**src/rtl/rps_pkg.sv**
```systemverilog
// rtl/rps_pkg.sv - move encodings, FSM states and game-rule helpers
package rps_pkg;

    localparam logic [1:0] ROCK     = 2'b00;
    localparam logic [1:0] SCISSORS = 2'b01;
    localparam logic [1:0] PAPER    = 2'b10;
    localparam logic [1:0] INVALID  = 2'b11;

    typedef enum logic [2:0] {
        S_IDLE,
        S_DECIDE,
        S_JUDGE,
        S_WAIT_REL,
        S_OVER
    } state_t;

    function automatic logic beats(input logic [1:0] a, input logic [1:0] b);
        return ((a == ROCK)     && (b == SCISSORS)) ||
               ((a == SCISSORS) && (b == PAPER))    ||
               ((a == PAPER)    && (b == ROCK));
    endfunction

    function automatic logic [1:0] beater(input logic [1:0] m);
        logic [1:0] r;
        case (m)
            ROCK:     r = PAPER;
            SCISSORS: r = ROCK;
            PAPER:    r = SCISSORS;
            default:  r = ROCK;
        endcase
        return r;
    endfunction

endpackage

```
**src/rtl/rps_predictor.sv**
```systemverilog
// rtl/rps_predictor.sv - first-order move history table with argmax counter-move
module rps_predictor
    import rps_pkg::*;
#(
    parameter int CNT_W = 4
) (
    input  logic       clk,
    input  logic       reset,
    input  logic       upd,
    input  logic [1:0] prev,
    input  logic [1:0] cur,
    input  logic       prev_valid,
    input  logic [1:0] rand_move,
    output logic [1:0] pred_move
);

    localparam logic [CNT_W-1:0] CNT_MAX = '1;

    logic [CNT_W-1:0] hist [3][3];
    logic [CNT_W-1:0] best_cnt;
    logic [1:0]       best;

    // A saturated cell halves its whole row so relative weights survive.
    always_ff @(posedge clk) begin
        if (!reset) begin
            for (int i = 0; i < 3; i++) begin
                for (int j = 0; j < 3; j++) begin
                    hist[i][j] <= '0;
                end
            end
        end else if (upd && prev_valid) begin
            if (hist[prev][cur] == CNT_MAX) begin
                for (int j = 0; j < 3; j++) begin
                    hist[prev][j] <= (j == int'(cur)) ? ((hist[prev][j] >> 1) + 1'b1)
                                                      : (hist[prev][j] >> 1);
                end
            end else begin
                hist[prev][cur] <= hist[prev][cur] + 1'b1;
            end
        end
    end

    // Strict '>' keeps the lowest encoding on ties.
    always_comb begin
        best     = ROCK;
        best_cnt = hist[prev][0];
        for (int j = 1; j < 3; j++) begin
            if (hist[prev][j] > best_cnt) begin
                best_cnt = hist[prev][j];
                best     = 2'(j);
            end
        end
        if (!prev_valid || (best_cnt == '0)) begin
            pred_move = rand_move;
        end else begin
            pred_move = beater(best);
        end
    end

endmodule

```
**src/rtl/rps_match_engine.sv**
```systemverilog
// rtl/rps_match_engine.sv - round FSM, LFSR opponent and saturating match scoring
module rps_match_engine
    import rps_pkg::*;
#(
    parameter int          SCORE_W    = 8,
    parameter int          WIN_TARGET = 5,
    parameter int          CNT_W      = 4,
    parameter logic [15:0] LFSR_SEED  = 16'hACE1
) (
    input  logic               CLOCK_50,
    input  logic               reset,
    input  logic               play,
    input  logic [1:0]         user_move,
    input  logic               mode,
    input  logic               new_match,
    output logic [1:0]         com_move,
    output logic [SCORE_W-1:0] user_score,
    output logic [SCORE_W-1:0] com_score,
    output logic               uwin,
    output logic               cwin,
    output logic               draw,
    output logic               invalid,
    output logic               result_valid,
    output logic               match_over,
    output logic               match_winner,
    output logic               busy
);

    localparam logic [SCORE_W-1:0] TARGET = SCORE_W'(WIN_TARGET);

    state_t             state;
    state_t             state_nx;
    logic               play_q;
    logic               play_rise;
    logic [15:0]        lfsr;
    logic [1:0]         rand_move;
    logic [1:0]         pred_move;
    logic [1:0]         move_q;
    logic               mode_q;
    logic [1:0]         prev_move;
    logic               prev_valid;
    logic               u_wins;
    logic               c_wins;
    logic               tie;
    logic [SCORE_W-1:0] user_nx;
    logic [SCORE_W-1:0] com_nx;
    logic               reach;
    logic               judge_upd;

    assign play_rise = play & ~play_q;
    assign busy      = (state != S_IDLE);
    assign rand_move = (lfsr[1:0] == 2'b11) ? {1'b0, lfsr[2]} : lfsr[1:0];

    assign u_wins  = beats(move_q, com_move);
    assign c_wins  = beats(com_move, move_q);
    assign tie     = (move_q == com_move);
    assign user_nx = (u_wins && (user_score < TARGET)) ? user_score + 1'b1 : user_score;
    assign com_nx  = (c_wins && (com_score < TARGET)) ? com_score + 1'b1 : com_score;
    assign reach   = (u_wins && (user_nx == TARGET)) || (c_wins && (com_nx == TARGET));

    // A same-cycle new_match discards the judgement, history included.
    assign judge_upd = (state == S_JUDGE) && !new_match;

    rps_predictor #(
        .CNT_W(CNT_W)
    ) u_pred (
        .clk       (CLOCK_50),
        .reset     (reset),
        .upd       (judge_upd),
        .prev      (prev_move),
        .cur       (move_q),
        .prev_valid(prev_valid),
        .rand_move (rand_move),
        .pred_move (pred_move)
    );

    always_ff @(posedge CLOCK_50) begin
        if (!reset) begin
            state <= S_IDLE;
        end else begin
            state <= state_nx;
        end
    end

    always_comb begin
        state_nx = state;
        if (new_match) begin
            state_nx = play ? S_WAIT_REL : S_IDLE;
        end else begin
            case (state)
                S_IDLE: begin
                    if (play_rise) begin
                        state_nx = (user_move == INVALID) ? S_WAIT_REL : S_DECIDE;
                    end
                end
                S_DECIDE:   state_nx = S_JUDGE;
                S_JUDGE:    state_nx = reach ? S_OVER : S_WAIT_REL;
                S_WAIT_REL: begin
                    if (!play) begin
                        state_nx = S_IDLE;
                    end
                end
                S_OVER:     state_nx = S_OVER;
                default:    state_nx = S_IDLE;
            endcase
        end
    end

    always_ff @(posedge CLOCK_50) begin
        if (!reset) begin
            lfsr         <= LFSR_SEED;
            play_q       <= 1'b0;
            move_q       <= ROCK;
            mode_q       <= 1'b0;
            prev_move    <= ROCK;
            prev_valid   <= 1'b0;
            com_move     <= ROCK;
            user_score   <= '0;
            com_score    <= '0;
            uwin         <= 1'b0;
            cwin         <= 1'b0;
            draw         <= 1'b0;
            invalid      <= 1'b0;
            result_valid <= 1'b0;
            match_over   <= 1'b0;
            match_winner <= 1'b0;
        end else begin
            lfsr         <= {lfsr[14:0], lfsr[15] ^ lfsr[13] ^ lfsr[12] ^ lfsr[10]};
            play_q       <= play;
            result_valid <= 1'b0;
            if (new_match) begin
                user_score   <= '0;
                com_score    <= '0;
                uwin         <= 1'b0;
                cwin         <= 1'b0;
                draw         <= 1'b0;
                invalid      <= 1'b0;
                match_over   <= 1'b0;
                match_winner <= 1'b0;
            end else begin
                case (state)
                    S_IDLE: begin
                        if (play_rise) begin
                            if (user_move == INVALID) begin
                                invalid <= 1'b1;
                                uwin    <= 1'b0;
                                cwin    <= 1'b0;
                                draw    <= 1'b0;
                            end else begin
                                move_q <= user_move;
                                mode_q <= mode;
                            end
                        end
                    end
                    S_DECIDE: com_move <= mode_q ? pred_move : rand_move;
                    S_JUDGE: begin
                        uwin         <= u_wins;
                        cwin         <= c_wins;
                        draw         <= tie;
                        invalid      <= 1'b0;
                        user_score   <= user_nx;
                        com_score    <= com_nx;
                        result_valid <= 1'b1;
                        prev_move    <= move_q;
                        prev_valid   <= 1'b1;
                        if (reach) begin
                            match_over   <= 1'b1;
                            match_winner <= c_wins;
                        end
                    end
                    default: ;
                endcase
            end
        end
    end

endmodule

```
**config.mk**
```make
export PLATFORM = sky130hd
export DESIGN_NAME = rps_match_engine
export DESIGN_NICKNAME = d
export VERILOG_FILES = /design/src/rtl/rps_pkg.sv /design/src/rtl/rps_predictor.sv /design/src/rtl/rps_match_engine.sv
export SDC_FILE = /design/constraint.sdc
export NUM_CORES = 1
export LEC_CHECK = 0
export BUFFER_PORTS_ARGS = -buffer_cell sky130_fd_sc_hd__buf_2
export CORE_UTILIZATION = 45
export CTS_CLUSTER_DIAMETER = 50
export DETAILED_ROUTE_END_ITERATION = 10
export GPL_ROUTABILITY_DRIVEN = 0
export GPL_TIMING_DRIVEN = 0
export SYNTH_ARGS = -nofsm -noshare
export SYNTH_HDL_FRONTEND = slang
export SYNTH_SLANG_ARGS = --single-unit
export TNS_END_PERCENT = 50
```
**constraint.sdc**
```tcl
create_clock -name CLOCK_50 -period 5.35 [get_ports CLOCK_50]
set_input_delay 1.07 -clock CLOCK_50 [delete_from_list [all_inputs] [get_ports CLOCK_50]]
set_output_delay 1.07 -clock CLOCK_50 [all_outputs]
set_load 0.01 [all_outputs]
```
======== Word-level counts from Yosys, hierarchy flattened ========
Memories as Yosys holds them, arrays and structs flattened. A register that Yosys moved wholly into a read port is not among the register bits.
Index checks and enable logic that the tools add are counted.
cells by class
  add/sub/neg operators ................... 6
  $lt $le $gt $ge ......................... 6
  equality and inequality tests ........... 21
  mux-type cells .......................... 60
  bitwise operators ....................... 21
  reductions and logical operators ........ 37
operators by type and width
  cell                                                         number
  two-way mux 12 bit                                           3
  two-way mux 4 bit                                            8
  two-way mux 1 bit                                            26
  two-way mux 2 bit                                            9
  adder 8 x 1 -> 8 bit (second input constant)                 2
  equality test 8 x 3 -> 1 bit (second input constant)         2
  less-than comparator 8 x 3 -> 1 bit (second input constant)  2
  two-way mux 8 bit                                            2
  one-hot mux 3 bit (5 select lines)                           1
  logical AND 1 bit                                            13
  adder 3 x 1 -> 4 bit (second input constant)                 3
  two-way mux 3 bit                                            4
  OR 1 bit                                                     12
  OR reduction 12 bit                                          1
  equality test 2 bit (second input constant)                  5
  binary-select mux 4 bit (select 2 bit)                       1
  demux 4 bit (select 2 bit)                                   1
  > comparator 4 bit                                           2
  logical NOT 2 bit                                            4
  one-hot mux 1 bit (2 select lines)                           4
  AND reduction 2 bit                                          4
  equality test 3 x 2 -> 1 bit (second input constant)         2
  logical OR 1 bit                                             6
  inequality test 3 bit (second input constant)                2
  23 further kinds                                             32
word-level totals
  register bits ........................... 51
  bits in writable memories ............... 36
  input bits .............................. 7
  output and inout port bits .............. 26
  word-level logic and storage cells ...... 169
  memories kept ........................... 1
memory list
  memory       depth  width  rd ports  clocked after Yosys merged registers in  wr ports  line                 RTL
  u_pred.hist  3      12     1         1                                        3         rps_predictor.sv:19  logic [CNT_W-1:0] hist [3][3];

======== Depth between registers and ports, before layout ========
  depth after elaboration ................. 12
  mapped depth ............................ 18
  gate-level depth less buffers ........... 16

======== Hierarchy ========
From an unflattened synthesis, not the netlist that was laid out.
unflattened totals
  cell total of the unflattened synthesis .. 485
  area, all modules ....................... 5067.4 µm²
by module, submodules not included
  module            instances  cells an instance  area each (µm²)  seq. area each (µm²)
  rps_predictor     1          269                2999.1           1441.4
  rps_match_engine  1          216                2068.2           1021.0

======== Worst setup path before layout ========
No wires, ideal clock.
  path type ............................... reg-to-reg
  from .................................... register (tool-made name)
  to ...................................... register com_move[1]
  setup time .............................. 70 ps
  data arrival time ....................... 3133 ps
  data required time ...................... 5280 ps
  path slack .............................. 2148 ps
  cell stages (with the launch flop) ...... 16
  buffers on the path ..................... 2
  period minus slack after synthesis ...... 3202 ps
  path through ............................ dfxtp_1 buf_6 buf_12 mux4_2 ha_1 a21oi_1 o21ai_0 nand2_2 nor2_1 a21oi_1 ha_1 and4_1 a21oi_1 a31oi_1 a21o_1 a21oi_1
RTL lines
  element                 line                     RTL
  end signal: assignment  rps_match_engine.sv:155  S_DECIDE: com_move <= mode_q ? pred_move : rand_move;
  end: declaration        rps_match_engine.sv:16   output logic [1:0] com_move,

==> impl_metrics.yaml <==
outcome:
  status: "finished, final reports clean"
routing:
  via_count: 4106
  drt-wirelength-per-cell_um: 18.3
  drtIter0Drc: 291
  avgViaCountPerCell: 5.79
  drt_pre_antenna_iters: 5
  drt.antenna.violating_nets: 0
  post-route-drc-count: 0
  drt_wl_total_um: 12900
clocking:
  hold_buffers: 0
  cts_inserted_buffers: 9
  later_pin_clock_latency_in_the_skew_report_ns: 0.36
  clk_path_buf_depth: 2
  cts_resized: 0
  tritoncts: "built"
  cts_post_setup_buffers_inserted: 0
  ctsRootBufferMaster: "clkbuf_16"
  htree_levels: 3
  cts_sinks: 101
  worst_setup_hold_path_clk_slew_ns: 0.07
finish:
  num-nets-final: 584
  final_layout_size_suffix_gt1_share_pct: 14.5
  multi_input_comb_area_mm2: 0.00249
  seq_cell_area_mm2: 0.00250
  layout.filler_cells: 1077
  syn_to_final_growth_pct: 12.0
  antenna_cells: 0
grt:
  grt_use_total_pct: 23.2
  antenna_found_initial: 0
  global_route.overflow_total: 0
  grt_start_max_net_pins: 20
  grt-busiest-layer: "met2"
  grt_pass1_vias: 3985
  global_route.usage.met3_pct: 4.47
  global_route.usage.met1_pct: 30.4
  first_pass_grt_wire_length_um: 20500
  use_met2_pct: 36.2
synthesis:
  post_synth_xor_area_fraction_pct: 2.17
  synth.mux.area_fraction_pct: 7.91
  yosysTopAreaCellShare_pct: 27.4
  ys.warnings.count: 0
  synth.most_common_cell: "nor2_1"
  synth.avg_cell_area_um2: 10.1
  synth-adder-area-share_pct: 3.81
  yosys_most_used_dff: "dfxtp_1"
  main_combinational_cell_family_by_area_after_synthesis: "simple AND/OR/NAND/NOR gates"
  ys_types: 73
  yosysTopAreaCell: "edfxtp_1"
  postSynth.asyncResetShare_pct: 0
  synth.area.top_cells: "edfxtp_1 (27%), dfxtp_1 (20%), nor2_1 (3.9%)"
  syn-cell-area_mm2: 0.00525
  register_bit_count_reported_by_yosys: 101
  synth_compound_gate_area_share_pct: 15.0
  synth_nets: 542
  seq_area_frac_synth_pct: 47.7
  number_of_enable_flip_flop_cells_after_synthesis: 48
  gate_count_of_the_mapped_netlist: 519
  synth.cells.most_frequent: "nor2_1 (54), dfxtp_1 (53), edfxtp_1 (48)"
  synth_simple_gate_area_share_pct: 18.6
setup_path:
  crit_path_end_kind: "register"
  crit_chain: "buf_2 > mux4_2 > a22oi_1 > nand2_1 > ha_1 > buf_1 > and3_1 > a31oi_4 > o21ai_2 > o21ai_0 > nand2_1"
  setup.worst_path.class: "register to register"
  critical_path_top_delay_cell: "o21ai_0"
  top_cell_by_count_worst_path: "nand2_1"
  critical-path-max-stage-delay_ns: 0.57
  cpLargestDelayFamily: "compound AO/OA/AOI/OAI gates"
  worstPathMaxFanout: 10
  setup.worst_path.start_class: "register"
  critical_path_arrival_ns: 4.24
  worst-endpoint-required_ns: 5.40
  worstPathBufferInverterCount: 2
die:
  die_outline_area_mm2: 0.0121
  initial_standard_cell_utilization_of_the_core_pct: 46.0
  fp.dieW_um: 110
  coreArea_mm2: 0.0114
  die_height_um: 110
  std_cell_rows: 39
  pin_count: 33
sta:
  time_the_worst_path_needs_with_i_o_delays_and_setup_ns: 4.19
  max_freq_mhz: 239
  clock-skew-final_ns: 0.00873
  rsz_0062_raised_after_global_routing: "false"
  worst-slew-pin-transition_ns: 0.748
  fin_tns_setup_ns: 0
  final.period_utilization_pct: 78.3
  setup-violations-final: 0
  final.setup.worst_slack_ns: 1.16
  final_hold_viol_count: 0
  max_slew_margin_pct: 49.7
  timing_max_transition_violations_final: 0
placed_design:
  detailed_place_hpwl_um: 9440
  pre_cts_ws_ns: 1.27
  buffer_ports.inserted: 31
pwr:
  power.static_leakage_nw: 2.31
  ratio_of_total_power_to_cell_area_mw_per_mm2: 280
  max-vdd-ir-drop_uv: 210
job:
  timing.max_cap.violations: 0
worst_hold_path:
  hold_path_class: "register to register"
worst register-to-register path, stage by stage, from the launching register on:
cell	delay, ns
dfxtp_1	0.51
buf_2	0.36
mux4_2	0.49
a22oi_1	0.26
nand2_1	0.09
ha_1	0.19
buf_1	0.30
and3_1	0.28
a31oi_4	0.34
o21ai_2	0.19
o21ai_0	0.57
nand2_1	0.29
per-stage QoR:
step	std cells	total power [W]	utilization [%]	hold WS, ns	instance area, um2
after floorplan	519	0.000976	-	0.386	5250
after global placement	693	0.00102	48.9	0.390	5590
after detailed placement	693	0.00102	48.9	0.396	5590
after CTS	709	0.00166	51.5	0.416	5880
after global routing	709	0.00171	51.5	0.434	5880
final	709	0.00165	51.5	0.411	5880
state kept, by name, summed over array words and instances, names as in the netlist, 2 cells and up, named ones only:
register and flops:
prev_move 2, lfsr 16, move_q 2, u_pred.hist 48, com_move 2, com_score 8
state 3, user_score 8
where the power goes:
| group | total, W | switching [W] | internal, W |
|---|---|---|---|
| clock | 0.000639 | 0.000311 | 0.000328 |
| sequential | 0.000839 | 0.0000103 | 0.000829 |
| combinational | 0.000168 | 0.000107 | 0.0000614 |
cell type report:
class                      count  area share, %
tap                          143           3.04
buffer                        28           2.60
sequential                   101           42.6
clock inverter                 7           1.17
multi-input combinational    363           42.4
inverter                      27           1.72
timing repair buffer          31           2.64
clock buffer                   9           3.83
cell usage in the layout, fill, tap and decap left out, types with 16 or more instances in the layout:
master,count
nor2_1,54
dfxtp_1,53
edfxtp_1,48
nand2_1,38
buf_2,37
a21oi_1,29
inv_1,26
o21ai_0,26
and2_1,19
nand3_1,17
ha_1,16
cell families (layout without fill, tap and decap cells):
kind of cell | Yosys count | count (layout)
simple gates | 192 | 192
compound gates | 117 | 117
flops | 101 | 101
buf+inv | 55 | 102
mux | 25 | 25
fa+ha+maj | 16 | 16
xor+xnor | 13 | 13
final timing paths:
path / slack, ns / start / to / cells after the start
worst max-delay path: 1.16 / register / u_pred.hist[0][6] / 11
worst min-delay path: 0.41 / lfsr[9] / lfsr[10] / 1
worst max register to register: 1.16 / register / u_pred.hist[0][6] / 11
worst min register to register: 0.41 / lfsr[9] / lfsr[10] / 1
per-layer routing:
metal / part of all wire (%) / wire length, um
met2: 45 / 5830
met1: 45 / 5850
met5: 0 / 0
met3: 6.8 / 880
met4: 2.9 / 377
Power figures use the tool's default switching activity.
